File: config.mk
export PLATFORM = sky130hd
export DESIGN_NAME = mem_arbiter_flat
export DESIGN_NICKNAME = d
export VERILOG_FILES = /design/src/rtl/mem_arbiter_pkg.sv /design/src/rtl/mem_arbiter_if.sv /design/src/rtl/mem_arbiter_arb_pick.sv /design/src/rtl/mem_arbiter.sv /design/src/flat_wrapper.sv
export SDC_FILE = /design/constraint.sdc
export NUM_CORES = 1
export LEC_CHECK = 0
export BUFFER_PORTS_ARGS = -buffer_cell sky130_fd_sc_hd__clkbuf_2
export CORE_ASPECT_RATIO = 0.75
export CORE_MARGIN = 2
export CORE_UTILIZATION = 47
export CTS_CLUSTER_SIZE = 28
export DETAILED_ROUTE_END_ITERATION = 10
export PLACE_DENSITY = 0.8
export SLEW_MARGIN = 15
export SYNTH_ARGS = -nofsm -noshare
export SYNTH_HDL_FRONTEND = slang
export SYNTH_HIERARCHICAL = 1
export SYNTH_SLANG_ARGS = --single-unit
File: constraint.sdc
create_clock -name clk -period 2.5 [get_ports clk]
set_clock_uncertainty 0.2 [all_clocks]
set_input_delay 0.625 -clock clk [delete_from_list [all_inputs] [get_ports clk]]
set_output_delay 0.625 -clock clk [all_outputs]
set_load 0.02 [all_outputs]
File: src/rtl/mem_arbiter_pkg.sv
// Shared types and defaults for the two-port memory arbiter.
// Latency: n/a (types only). Backpressure: n/a.
// Arbitration policy selected by ARB_ROUND_ROBIN_EN (see arb_pick).
package mem_arb_pkg;

    localparam int WAIT_CYCLES_DEF = 2;

    typedef enum logic [1:0] {
        IDLE   = 2'd0,
        ACCESS = 2'd1,
        DONE   = 2'd2
    } state_e;

    typedef logic port_id_t;

endpackage

File: src/rtl/mem_arbiter_if.sv
// Requester + memory bundle: slave is the arbiter, master drives requests and mem_rd.
// Latency: n/a (wiring only). Backpressure: requesters hold req until rvalid.
// No configuration macros.
interface mem_arb_if #(
    parameter int DATA_W = 32
);
    logic              r0_req;
    logic              r1_req;
    logic              r0_we;
    logic              r1_we;
    logic [DATA_W-1:0] r0_adr;
    logic [DATA_W-1:0] r1_adr;
    logic [DATA_W-1:0] r0_wdata;
    logic [DATA_W-1:0] r1_wdata;
    logic              r0_gnt;
    logic              r1_gnt;
    logic              r0_rvalid;
    logic              r1_rvalid;
    logic [DATA_W-1:0] r0_rdata;
    logic [DATA_W-1:0] r1_rdata;
    logic [DATA_W-1:0] mem_adr;
    logic [DATA_W-1:0] mem_wd;
    logic              mem_we;
    logic [DATA_W-1:0] mem_rd;
    logic              busy;

    modport slave (
        input  r0_req, r1_req, r0_we, r1_we, r0_adr, r1_adr, r0_wdata, r1_wdata, mem_rd,
        output r0_gnt, r1_gnt, r0_rvalid, r1_rvalid, r0_rdata, r1_rdata,
               mem_adr, mem_wd, mem_we, busy
    );

    modport master (
        output r0_req, r1_req, r0_we, r1_we, r0_adr, r1_adr, r0_wdata, r1_wdata, mem_rd,
        input  r0_gnt, r1_gnt, r0_rvalid, r1_rvalid, r0_rdata, r1_rdata,
               mem_adr, mem_wd, mem_we, busy
    );

endinterface

File: src/rtl/mem_arbiter_arb_pick.sv
// Winner selection between two requesters; only place ARB_ROUND_ROBIN_EN matters.
// Latency: combinational. Backpressure: none, losing port simply keeps its req high.
// ARB_ROUND_ROBIN_EN: defined = alternate on contention, undefined = port 0 priority.
module arb_pick
    import mem_arb_pkg::*;
(
    input  logic     r0_req,
    input  logic     r1_req,
    input  port_id_t last,
    output port_id_t winner
);

    always_comb begin
        winner = last;
`ifdef ARB_ROUND_ROBIN_EN
        if (r0_req && r1_req) begin
            winner = ~last;
        end else if (r0_req) begin
            winner = 1'b0;
        end else if (r1_req) begin
            winner = 1'b1;
        end
`else
        if (r0_req) begin
            winner = 1'b0;
        end else if (r1_req) begin
            winner = 1'b1;
        end
`endif
    end

endmodule

File: src/rtl/mem_arbiter.sv
// Two-port arbiter (MIPS core / program loader) in front of one single-port memory.
// Latency: rvalid in the cycle after edge k+WAIT_CYCLES for a request accepted at edge k.
// Backpressure: one transaction at a time; losers hold req. Policy macro: ARB_ROUND_ROBIN_EN.
module mem_arbiter
    import mem_arb_pkg::*;
#(
    parameter int WAIT_CYCLES = WAIT_CYCLES_DEF,
    parameter int DATA_W      = 32
) (
    input  logic     clk,
    input  logic     reset,
    mem_arb_if.slave bus
);

    localparam logic [1:0] S_IDLE   = IDLE;
    localparam logic [1:0] S_ACCESS = ACCESS;
    localparam logic [1:0] S_DONE   = DONE;
    localparam logic [3:0] CNT_LOAD = 4'(WAIT_CYCLES - 1);

    logic [1:0]        state;
    logic [3:0]        cnt;
    port_id_t          winner_q;
    port_id_t          last_q;
    port_id_t          pick;
    logic              we_q;
    logic [DATA_W-1:0] adr_q;
    logic [DATA_W-1:0] wd_q;
    logic [DATA_W-1:0] rdata0_q;
    logic [DATA_W-1:0] rdata1_q;
    logic              any_req;
    logic              in_access;
    logic              in_done;

    assign any_req = bus.r0_req | bus.r1_req;

    arb_pick u_pick (
        .r0_req (bus.r0_req),
        .r1_req (bus.r1_req),
        .last   (last_q),
        .winner (pick)
    );

    always_ff @(posedge clk or negedge reset) begin
        if (!reset) begin
            state    <= S_IDLE;
            cnt      <= '0;
            winner_q <= 1'b0;
            last_q   <= 1'b1;
            we_q     <= 1'b0;
            adr_q    <= '0;
            wd_q     <= '0;
            rdata0_q <= '0;
            rdata1_q <= '0;
        end else begin
            case (state)
                S_IDLE: begin
                    if (any_req) begin
                        winner_q <= pick;
                        last_q   <= pick;
                        we_q     <= pick ? bus.r1_we    : bus.r0_we;
                        adr_q    <= pick ? bus.r1_adr   : bus.r0_adr;
                        wd_q     <= pick ? bus.r1_wdata : bus.r0_wdata;
                        cnt      <= CNT_LOAD;
                        state    <= S_ACCESS;
                    end
                end
                S_ACCESS: begin
                    // Memory data is valid once the counter has run out; writes leave rdata alone.
                    if (cnt == 4'd0) begin
                        if (!we_q) begin
                            if (winner_q) begin
                                rdata1_q <= bus.mem_rd;
                            end else begin
                                rdata0_q <= bus.mem_rd;
                            end
                        end
                        state <= S_DONE;
                    end else begin
                        cnt <= cnt - 4'd1;
                    end
                end
                S_DONE: begin
                    state <= S_IDLE;
                end
                default: begin
                    state <= S_IDLE;
                end
            endcase
        end
    end

    assign in_access = (state == S_ACCESS);
    assign in_done   = (state == S_DONE);

    // Outputs decode straight from state so an async reset clears them immediately.
    assign bus.mem_adr   = in_access ? adr_q : '0;
    assign bus.mem_wd    = in_access ? wd_q  : '0;
    assign bus.mem_we    = in_access && we_q && (cnt == CNT_LOAD);
    assign bus.r0_gnt    = (in_access || in_done) && !winner_q;
    assign bus.r1_gnt    = (in_access || in_done) &&  winner_q;
    assign bus.r0_rvalid = in_done && !winner_q;
    assign bus.r1_rvalid = in_done &&  winner_q;
    assign bus.r0_rdata  = rdata0_q;
    assign bus.r1_rdata  = rdata1_q;
    assign bus.busy      = (state != S_IDLE);

endmodule

File: src/flat_wrapper.sv
// flat-port wrapper written by rule: the top's interface ports become plain ports
module mem_arbiter_flat import mem_arb_pkg::*;
#(
    parameter int WAIT_CYCLES = WAIT_CYCLES_DEF,
    parameter int DATA_W      = 32
)
  (clk, reset, bus_r0_req, bus_r1_req, bus_r0_we, bus_r1_we, bus_r0_adr, bus_r1_adr, bus_r0_wdata, bus_r1_wdata, bus_mem_rd, bus_r0_gnt, bus_r1_gnt, bus_r0_rvalid, bus_r1_rvalid, bus_r0_rdata, bus_r1_rdata, bus_mem_adr, bus_mem_wd, bus_mem_we, bus_busy);
  mem_arb_if #(.DATA_W(DATA_W)) bus_i ();
  input  logic clk;
  input  logic reset;
  input wire logic [$bits(bus_i.r0_req)-1:0] bus_r0_req;
  input wire logic [$bits(bus_i.r1_req)-1:0] bus_r1_req;
  input wire logic [$bits(bus_i.r0_we)-1:0] bus_r0_we;
  input wire logic [$bits(bus_i.r1_we)-1:0] bus_r1_we;
  input wire logic [$bits(bus_i.r0_adr)-1:0] bus_r0_adr;
  input wire logic [$bits(bus_i.r1_adr)-1:0] bus_r1_adr;
  input wire logic [$bits(bus_i.r0_wdata)-1:0] bus_r0_wdata;
  input wire logic [$bits(bus_i.r1_wdata)-1:0] bus_r1_wdata;
  input wire logic [$bits(bus_i.mem_rd)-1:0] bus_mem_rd;
  output wire logic [$bits(bus_i.r0_gnt)-1:0] bus_r0_gnt;
  output wire logic [$bits(bus_i.r1_gnt)-1:0] bus_r1_gnt;
  output wire logic [$bits(bus_i.r0_rvalid)-1:0] bus_r0_rvalid;
  output wire logic [$bits(bus_i.r1_rvalid)-1:0] bus_r1_rvalid;
  output wire logic [$bits(bus_i.r0_rdata)-1:0] bus_r0_rdata;
  output wire logic [$bits(bus_i.r1_rdata)-1:0] bus_r1_rdata;
  output wire logic [$bits(bus_i.mem_adr)-1:0] bus_mem_adr;
  output wire logic [$bits(bus_i.mem_wd)-1:0] bus_mem_wd;
  output wire logic [$bits(bus_i.mem_we)-1:0] bus_mem_we;
  output wire logic [$bits(bus_i.busy)-1:0] bus_busy;
  assign bus_i.r0_req = bus_r0_req;
  assign bus_i.r1_req = bus_r1_req;
  assign bus_i.r0_we = bus_r0_we;
  assign bus_i.r1_we = bus_r1_we;
  assign bus_i.r0_adr = bus_r0_adr;
  assign bus_i.r1_adr = bus_r1_adr;
  assign bus_i.r0_wdata = bus_r0_wdata;
  assign bus_i.r1_wdata = bus_r1_wdata;
  assign bus_i.mem_rd = bus_mem_rd;
  assign bus_r0_gnt = bus_i.r0_gnt;
  assign bus_r1_gnt = bus_i.r1_gnt;
  assign bus_r0_rvalid = bus_i.r0_rvalid;
  assign bus_r1_rvalid = bus_i.r1_rvalid;
  assign bus_r0_rdata = bus_i.r0_rdata;
  assign bus_r1_rdata = bus_i.r1_rdata;
  assign bus_mem_adr = bus_i.mem_adr;
  assign bus_mem_wd = bus_i.mem_wd;
  assign bus_mem_we = bus_i.mem_we;
  assign bus_busy = bus_i.busy;
  mem_arbiter #(.WAIT_CYCLES(WAIT_CYCLES), .DATA_W(DATA_W)) u_core (.clk(clk), .reset(reset), .bus(bus_i));
endmodule
Word-level counts from Yosys, hierarchy flattened
Index checks and enable logic that the tools add are counted.

Equality and inequality tests: 6. Reduce and logical (&&, ||, !) cells: 17. Bitwise operators: 3. Add/sub/neg operators: 1. Mux-type cells: 13.

Operators with widths (number): $mux W32 (4); $mux W4 (2); $pmux W4 S2 (1); $reduce_and A4 Y1 (2); $logic_and A1 B1 Y1 (6); $eq A4 B1 Y1 const B (1); $logic_not A4 Y1 (1); $mux W2 (2); $ne A2 B2 Y1 const B (2); $pmux W2 S2 (1); $reduce_and A2 Y1 (2); $reduce_bool A2 Y1 (2); $sub A4 B1 Y4 const B (1); $mux W1 (3); $reduce_and A3 Y1 (1); $eq A2 B1 Y1 const B (1); $eq A2 B2 Y1 const B (1); $logic_not A2 Y1 (1); $ne A2 B1 Y1 const B (1); $not A1 Y1 (2); $logic_not A1 Y1 (1); $logic_or A1 B1 Y1 (1); $or A1 B1 Y1 (1).

Output and inout port bits: 134. Flip-flop bits (word level): 137. Input bits: 166. Logic and storage cells: 49.

Longest topological paths before layout
Gate-level depths: netlist (run 1).

Depth in word-level cells: 3. Gate-level depth with buffers: 7. Mapped depth without buffers: 5.

Modules after synthesis
The synthesis (run 1) kept the hierarchy.

By module, submodules not included: mem_arbiter (area an instance 6446.2 µm², sequential area each 3429.5 µm², instances 1, cells each 551); arb_pick (area an instance 10.0 µm², sequential area each 0.0 µm², instances 1, cells each 1).

Worst setup path after synthesis (run 1)
No wires, ideal clock.

Path kind: register to output. Start: reg u_core.state[1]. End: out bus_mem_adr[21]. Data required time: 1675 ps. Path buffers: 2. Arrival: 1415 ps. Setup slack: 260 ps. Cell stages (with the launch flop): 6. Cell sequence: dfrtp_1 -> inv_1 -> ha_1 -> clkbuf_1 -> clkbuf_1 -> and2_1.

Longest elaborated chain between the ends: 2.

RTL lines: start: declaration (line mem_arbiter.sv:20) `logic [1:0] state;`; start signal: assignment (line mem_arbiter.sv:45) `state <= S_IDLE;`; start signal: assignment (line mem_arbiter.sv:64) `state <= S_ACCESS;`; start signal: assignment (line mem_arbiter.sv:77) `state <= S_DONE;`; $eq A2 B1 Y1 (line mem_arbiter.sv:92) `assign in_access = (state == S_ACCESS);`; $mux W32 (line mem_arbiter.sv:96) `assign bus.mem_adr = in_access ? adr_q : '0;`; end: declaration (line flat_wrapper.sv:26) `output wire logic [$bits(bus_i.mem_adr)-1:0] bus_mem_adr;`.

No other way between the ends.

Worst setup path after layout (run 1)
Start: reg u_core.state[1]. End: out bus_mem_adr[28].

The elaborated chain is that of the path after synthesis.

==> results of run 1 <==
[layout make-up]
cell class	instances	area (um^2)
Fill cell	985	4033
Inverter	6	22.52
Tap cell	175	219.0
Sequential cell	137	3430
Multi-Input combinational cell	371	2940
Timing Repair Buffer	334	2320
Clock buffer	17	425.4
Clock inverter	15	175.2
[worst reg2reg max path: stages, from the launching register on]
cell	delay (ns)
sky130_fd_sc_hd__dfrtp_1	0.40
sky130_fd_sc_hd__inv_1	0.13
sky130_fd_sc_hd__ha_1	0.18
sky130_fd_sc_hd__nor2b_1	0.16
sky130_fd_sc_hd__or4b_2	0.65
sky130_fd_sc_hd__buf_12	0.23
sky130_fd_sc_hd__mux2_4	0.34
[cell usage after synthesis, drive strengths merged, types with 2 or more instances]
master	count	area (um^2)
dfrtp	136	3403
o21ai	72	360.3
nand2	70	262.8
and2	66	412.9
mux2	65	844.6
mux2i	65	650.6
clkbuf	24	90.09
buf	14	103.9
ha	7	87.58
inv	6	22.52
nand2b	3	18.77
nor2b	3	18.77
a21oi	2	10.01
o31a	2	17.52
or3b	2	17.52
[logic make-up (layout without fill, tap and decap cells)]
group / count (synthesis) / in the layout / synth area share
simple gates: 152 / 152 / 0.1223
mux: 130 / 130 / 0.2316
compound gates: 82 / 82 / 0.06783
fa+ha+maj: 7 / 7 / 0.01357
flops: 137 / 137 / 0.5312
buf+inv: 44 / 372 / 0.03353
[layer usage]
metal / track usage / up-vias / part of all wire
met4: 0.05339 / 0 / 0.0081
met2: 0.3880 / 196 / 0.50
met5: 0 / - / 0
met3: 0.08405 / 12 / 0.081
met1: 0.2863 / 2590 / 0.41
li1: - / 2519 / -
[sequential cells by signal, summed over array words and instances, names as in the netlist]
name and cells:
u_core/bus.r0_rdata 32, u_core/adr_q 32, u_core/cnt 4, u_core/winner_q 1, u_core/state 2, u_core/last_q 1
u_core/we_q 1, u_core/bus.r1_rdata 32, u_core/wd_q 32
[per-stage QoR]
stage               utilization  power (mW)  cell area, um^2  setup slack, ns
floorplan                     -       7.604             6456           0.2595
global placement         0.6048       9.378             8204           0.1968
detailed placement       0.6048       9.532             8204           0.1332
CTS                      0.6577       12.37             8921         -0.03044
global route             0.7027       14.42             9532          -0.1256
finish                   0.7027       13.67             9532         -0.06671
[timing repair]
action | 4_1_cts | 5_1_grt
hold buffers | 1 | 0
buffers inserted | 0 | 10
gates resized for setup | 26 | 190
gates cloned | 1 | 7
hold endpoints to repair | 38 | 0
pin swaps | 0 | 0
endpoints found under the setup margin | 65 | 65
[how the worst max path moves through the flow]
stage,start,to,slack (ns),depth (start not counted)
after floorplan,u_core/state[1],bus_mem_adr[21],0.26,5
after global placement,u_core/cnt[1],u_core/bus.r0_rdata[7],0.20,6
after detailed placement,u_core/cnt[1],u_core/bus.r0_rdata[16],0.13,6
after CTS,u_core/state[1],bus_mem_wd[27],-0.03,5
after global routing,u_core/state[1],bus_mem_adr[28],-0.13,6
final,u_core/state[1],bus_mem_adr[28],-0.07,6
[power groups by stage]
stage / sequential, mW / combinational [mW] / clock, mW
4_1_cts: 3.93 / 5.83 / 2.61
6_report: 3.98 / 7.14 / 2.55
5_1_grt: 4.10 / 7.62 / 2.70
2_1_floorplan: 4.50 / 3.11 / 0
3_5_place_dp: 3.94 / 5.60 / 0
3_3_place_gp: 3.92 / 5.46 / 0
==> results.py, run 1 <==
metrics = {
    "grt": {
        "grt-ovfl-total": 0,
        "grt_pass1_vias": 5118,
        "grt_antenna_before_repair": 0,
        "grt_pass1_wl_um": 26700,
        "globalRouteTotalUtil": 0.2308,
        "grt_start_max_net_pins": 133,
    },
    "drt": {
        "antenna_left": 0,
        "final_routed_wirelength_across_all_metal_layers_um": 18470,
        "route.vias.total": 5317,
        "vias_per_cell": 5.040,
        "drt_iter0_drc": 193,
        "detail_route.drc_violations": 0,
        "dr.pass1.iters": 6,
        "routed_wire_length_per_instance_um": 17.51,
    },
    "cells_and_area": {
        "final_layout_size_suffix_gt1_frac": 0.5409,
        "insertedDiodeCount": 0,
        "layout.cells.non_filler": 1055,
        "layout.cells.most_common": "sky130_fd_sc_hd__clkbuf_2",
        "mostFrequentLayoutCells": "233 x sky130_fd_sc_hd__clkbuf_2, 136 x sky130_fd_sc_hd__dfrtp_1, 71 x sky130_fd_sc_hd__o21ai_0, 70 x sky130_fd_sc_hd__nand2_1, 65 x sky130_fd_sc_hd__mux2i_1",
        "area_delta_synth_final_pct": 47.64,
        "design.final.nets": 1040,
    },
    "logic_synthesis": {
        "synth_edf_count": 0,
        "synth.yosys.seq_area_share": 0.5312,
        "synth_cell_types": 35,
        "synthesis.yosys.warnings": 6,
        "postSynthNetCount": 725,
        "synth.cell_area_um2": 6456,
        "synthesis_stage_register_bit_count": 137,
        "dominant_synthesized_flop_cell": "sky130_fd_sc_hd__dfrtp_1",
        "postSynth.asyncResetShare": 1.000,
        "postSynthCellCount": 552,
        "syn_area_per_cell_um2": 11.70,
    },
    "run_status": {
        "violations": "negative setup slack",
        "status": "finished with violations",
    },
    "die": {
        "core_um2": 13560,
        "chipHeight_um": 105.5,
        "effective_utilization_at_floorplan": 0.4760,
        "boundaryPins": 300,
        "die_w_um": 139.3,
        "placement_rows": 37,
        "die_area_um2": 14700,
    },
    "placement": {
        "buffer_ports.inserted": 299,
        "dpl.cell_count": 1004,
        "finalWeightedCongestion": 0.7910,
        "dpl.hpwl_um": 11850,
    },
    "cts": {
        "tritoncts.num_buffers": 17,
        "clkTransAtPathRegs_ns": 0.07,
        "clk_path_buf_depth": 2,
        "worst_skew_pair.late_latency_ns": 0.41,
        "cts-htree-levels": 4,
        "cts_root_buf": "sky130_fd_sc_hd__clkbuf_16",
        "cts.sink_count": 137,
        "cts_tree": "done",
    },
    "worst_setup_path": {
        "timing.rr.end": "u_core/bus.r0_rdata[14]",
        "timing.critical_path.required_ns": 1.67,
        "worstPathCellList": "inv_2 -> ha_4 -> buf_4 -> buf_8 -> and2_1 -> clkbuf_4",
        "timing.critical_path.fanout_max": 8,
        "critical_path.slowest_cell": "sky130_fd_sc_hd__dfrtp_1",
        "r2r_cells": 6,
        "rrSetupSlack_ns": 0.10,
        "timing.critical_path.from_type": "flip-flop",
        "worstPathArrival_ns": 1.74,
        "timing.setup.critical_path_class": "reg2out",
        "critical_path.top_delay_family": "buffers and inverters",
        "critical_path_buf_inv_count": 4,
        "max_stage_delay_ns": 0.39,
        "worst_setup_path_end_kind": "primary output",
        "r2r_start": "u_core/cnt[1]",
    },
    "timing": {
        "maxSlewViolCount": 0,
        "setup-tns-final_ns": -0.1579,
        "post-route-period-util": 1.027,
        "grt_setup_unrepaired": "true",
        "final_hold_viol_count": 0,
        "maxSlewHeadroom": 0.6606,
        "setup_viol": 10,
        "worst_hold_slack_ns": 0.2593,
        "worst_slew_pin_slew_ns": 0.5091,
        "layout_setup_ws_ns": -0.06671,
        "post-route-min-period_ns": 2.567,
        "fmax_ghz": 0.3896,
    },
    "hold_path": {
        "min_path_type": "in2reg",
        "holdPathEnd": "u_core/bus.r0_rdata[20]",
        "hold_path_depth": 2,
        "startpoint_of_the_lowest_slack_hold_path": "bus_mem_rd[20]",
    },
    "power_and_ir_drop": {
        "pwr-share-comb": 0.522,
        "ir_drop_uv": 936.5,
        "netSwitchingPower_mw": 5.368,
        "power.switching_fraction": 0.3926,
        "power_density_relative_to_cell_area_nw_per_um2": 1435,
        "clock_power_share": 0.187,
        "cellInternalPower_mw": 8.305,
        "power.share.sequential": 0.291,
        "static-leakage-power_nw": 4.888,
    },
    "flow_run": {
        "timing.max_cap.violations": 0,
    },
}
Note: power is estimated with default switching activity, not from simulation.
==> run 2: changes to the inputs <==
--- a/config.mk
+++ b/config.mk
@@ -15,5 +15,4 @@
 export SLEW_MARGIN = 15
 export SYNTH_ARGS = -nofsm -noshare
 export SYNTH_HDL_FRONTEND = slang
-export SYNTH_HIERARCHICAL = 1
 export SYNTH_SLANG_ARGS = --single-unit
==> run 2 against run 1 <==
The run still ends with negative setup slack left. Clock power up 4%. Worst hold slack lost 0.012 ns. Register-to-register slack improved by 0.06 ns. Global-route usage about the same. Critical path depth did not move. Clock-buffer cell count rose by 1. Synthesized cell count fell by 0.72%. Largest power group unchanged.
==> results.py, run 2 <==
metrics = {
    "grt": {
        "grt_antenna_before_repair": 0,
        "grt_pass1_vias": 5172,
        "grt_start_max_net_pins": 51,
        "grt-ovfl-total": 0,
        "grt_pass1_wl_um": 26600,
        "globalRouteTotalUtil": 0.2307,
    },
    "worst_setup_path": {
        "timing.critical_path.required_ns": 1.67,
        "r2r_cells": 9,
        "max_stage_delay_ns": 0.40,
        "worstPathCellList": "inv_2 -> ha_4 -> buf_6 -> nor3b_4 -> and3_4 -> buf_8",
        "timing.critical_path.from_type": "flip-flop",
        "worst_setup_path_end_kind": "primary output",
        "critical_path.slowest_cell": "sky130_fd_sc_hd__dfrtp_1",
        "cp_num_cells": 6,
        "critical_path.top_delay_family": "flip-flops",
        "timing.rr.end": "u_core.bus.r1_rdata[12]",
        "critical_path_buf_inv_count": 3,
        "timing.setup.critical_path_class": "reg2out",
        "cp-endpoint": "bus_mem_we",
        "timing.critical_path.fanout_max": 3,
        "r2r_start": "u_core.state[1]",
        "rrSetupSlack_ns": 0.16,
        "worstPathArrival_ns": 1.69,
        "beginning_of_the_critical_path": "u_core.state[1]",
    },
    "drt": {
        "antenna_left": 0,
        "dr.pass1.iters": 4,
        "route.vias.total": 5316,
        "drt_iter0_drc": 214,
        "final_routed_wirelength_across_all_metal_layers_um": 18450,
        "routed_wire_length_per_instance_um": 17.46,
        "detail_route.drc_violations": 0,
        "vias_per_cell": 5.029,
    },
    "logic_synthesis": {
        "dominant_synthesized_flop_cell": "sky130_fd_sc_hd__dfrtp_1",
        "yosys.area_share.simple": 0.1253,
        "synth_adder_area_share": 0.01353,
        "synth_top_family_by_area": "multiplexers",
        "synth_compound_gate_area_share": 0.06283,
        "postSynthCellCount": 548,
        "synthesis.yosys.warnings": 0,
        "synth_edf_count": 0,
        "synth_cell_types": 34,
        "synth.yosys.seq_area_share": 0.5299,
        "synthesis_stage_register_bit_count": 137,
        "synth_top_cell_by_area": "sky130_fd_sc_hd__dfrtp_1",
        "post_synth_most_frequent_cells": "136 x sky130_fd_sc_hd__dfrtp_1, 66 x sky130_fd_sc_hd__and2_1, 66 x sky130_fd_sc_hd__nand2_1",
        "postSynth.asyncResetShare": 1.000,
        "postSynthNetCount": 721,
        "synth.cell_area_um2": 6472,
        "syn_area_per_cell_um2": 11.81,
        "yosys.area.top_type_share": 0.5258,
        "post_synth_xor_xnor_area": 0,
        "synth.most_common_cell": "sky130_fd_sc_hd__dfrtp_1",
        "yosys-mux-area-fraction": 0.2235,
        "yosys-top-cells-area": "sky130_fd_sc_hd__dfrtp_1 53%, sky130_fd_sc_hd__mux2i_1 10%, sky130_fd_sc_hd__mux2_2 9.7%, sky130_fd_sc_hd__and2_1 6.4%, sky130_fd_sc_hd__o21ai_0 4.9%",
    },
    "cells_and_area": {
        "layout.cells.most_common": "sky130_fd_sc_hd__clkbuf_2",
        "post-route-cell-area_um2": 9509,
        "design.final.nets": 1042,
        "final_layout_size_suffix_gt1_frac": 0.5317,
        "mostFrequentLayoutCells": "246 x sky130_fd_sc_hd__clkbuf_2, 136 x sky130_fd_sc_hd__dfrtp_1, 66 x sky130_fd_sc_hd__nand2_1, 65 x sky130_fd_sc_hd__mux2i_1, 63 x sky130_fd_sc_hd__o21ai_0",
        "layout.cells.non_filler": 1057,
        "insertedDiodeCount": 0,
        "area_delta_synth_final_pct": 46.92,
        "final_util": 0.7010,
        "fillCellCount": 943,
    },
    "cts": {
        "cts-htree-levels": 4,
        "cts_tree": "done",
        "worst_skew_pair.late_latency_ns": 0.42,
        "clkTransAtPathRegs_ns": 0.07,
        "cts_root_buf": "sky130_fd_sc_hd__clkbuf_16",
        "cts.sink_count": 137,
        "tritoncts.num_buffers": 17,
        "clk_path_buf_depth": 2,
    },
    "die": {
        "die_w_um": 139.5,
        "chipHeight_um": 105.6,
        "placement_rows": 37,
        "die_area_um2": 14740,
        "effective_utilization_at_floorplan": 0.4772,
        "boundaryPins": 300,
        "core_um2": 13560,
    },
    "timing": {
        "setup-tns-final_ns": -0.01276,
        "fmax_ghz": 0.3980,
        "maxSlewHeadroom": 0.6837,
        "post-route-min-period_ns": 2.513,
        "setup_viol": 1,
        "layout_setup_ws_ns": -0.01276,
        "post-route-period-util": 1.005,
        "final_hold_viol_count": 0,
        "worst_hold_slack_ns": 0.2472,
        "maxSlewViolCount": 0,
        "worst_slew_pin_slew_ns": 0.4724,
        "grt_setup_unrepaired": "true",
    },
    "power_and_ir_drop": {
        "power_density_relative_to_cell_area_nw_per_um2": 1360,
        "finalPower_mw": 12.94,
        "static-leakage-power_nw": 4.859,
        "ir_drop_uv": 776.5,
    },
    "hold_path": {
        "min_path_type": "in2reg",
        "hold_path_depth": 2,
    },
    "placement": {
        "finalWeightedCongestion": 0.7834,
        "placement.setup.worst_slack_ns": 0.2119,
        "dpl.hpwl_um": 11910,
        "placed_area_um2": 8228,
        "dpl.cell_count": 1003,
        "buffer_ports.inserted": 299,
    },
    "flow_run": {
        "timing.max_cap.violations": 0,
    },
    "run_status": {
        "violations": "negative setup slack",
        "status": "finished with violations",
    },
}
## run 2: changes by cell type after synthesis, moves of 6 or more
cell	delta
sky130_fd_sc_hd__o21ai_1	+6
sky130_fd_sc_hd__mux2_2	+21
sky130_fd_sc_hd__o21ai_0	-8
sky130_fd_sc_hd__clkbuf_1	-11
sky130_fd_sc_hd__buf_6	+8
sky130_fd_sc_hd__mux2_4	-19
## run 2: cell type report
class                      instances  area, um^2  area share
multi-input combinational        369        2848      0.2995
clock inverter                    14       188.9     0.01987
sequential                       137        3430      0.3607
clock buffer                      18       429.2     0.04513
inverter                           5       18.77    0.001974
tap                              175       219.0     0.02303
timing repair buffer             339        2376      0.2499
## run 2: worst min-delay path by stage
| stage | start | endpoint | slack [ns] |
|---|---|---|---|
| 2_1_floorplan | reset | u_core.adr_q[0] | 0.13 |
| 3_3_place_gp | u_core.wd_q[18] | u_core.wd_q[18] | 0.25 |
| 3_5_place_dp | u_core.adr_q[17] | u_core.adr_q[17] | 0.26 |
| 4_1_cts | bus_mem_rd[13] | u_core.bus.r0_rdata[13] | 0.23 |
| 5_1_grt | bus_mem_rd[2] | u_core.bus.r1_rdata[2] | 0.24 |
| 6_report | bus_mem_rd[2] | u_core.bus.r1_rdata[2] | 0.25 |
## run 2: cells by family (layout without fill, tap and decap cells)
| family | Yosys count | in the layout |
|---|---|---|
| AND/OR/NAND/NOR | 153 | 153 |
| flip-flops | 137 | 137 |
| multiplexers | 132 | 132 |
| AO/OA/AOI/OAI | 77 | 77 |
| buffers and inverters | 42 | 376 |
| adder cells (fa/ha/maj) | 7 | 7 |
## run 2: where the power goes
part	switching [mW]	internal, mW	total [mW]
sequential	0.629	3.28	3.91
combinational	3.32	3.06	6.38
clock	1.04	1.60	2.64
total	4.99	7.94	12.9
## run 2: routing by layer
layer	up-vias	wire length, um	global-route usage
met5	-	0	0
met4	0	246	0.06277
met3	19	1360	0.06997
met2	199	9128	0.3904
met1	2575	7718	0.2895
li1	2523	-	-
## run 2: what timing repair did
action,in CTS,in global routing
pin swaps,1,2
gates resized for setup,16,146
buffers inserted,7,4
hold endpoints to repair,36,0
cloned,2,8
setup endpoints to repair,65,52
hold buffers,1,0
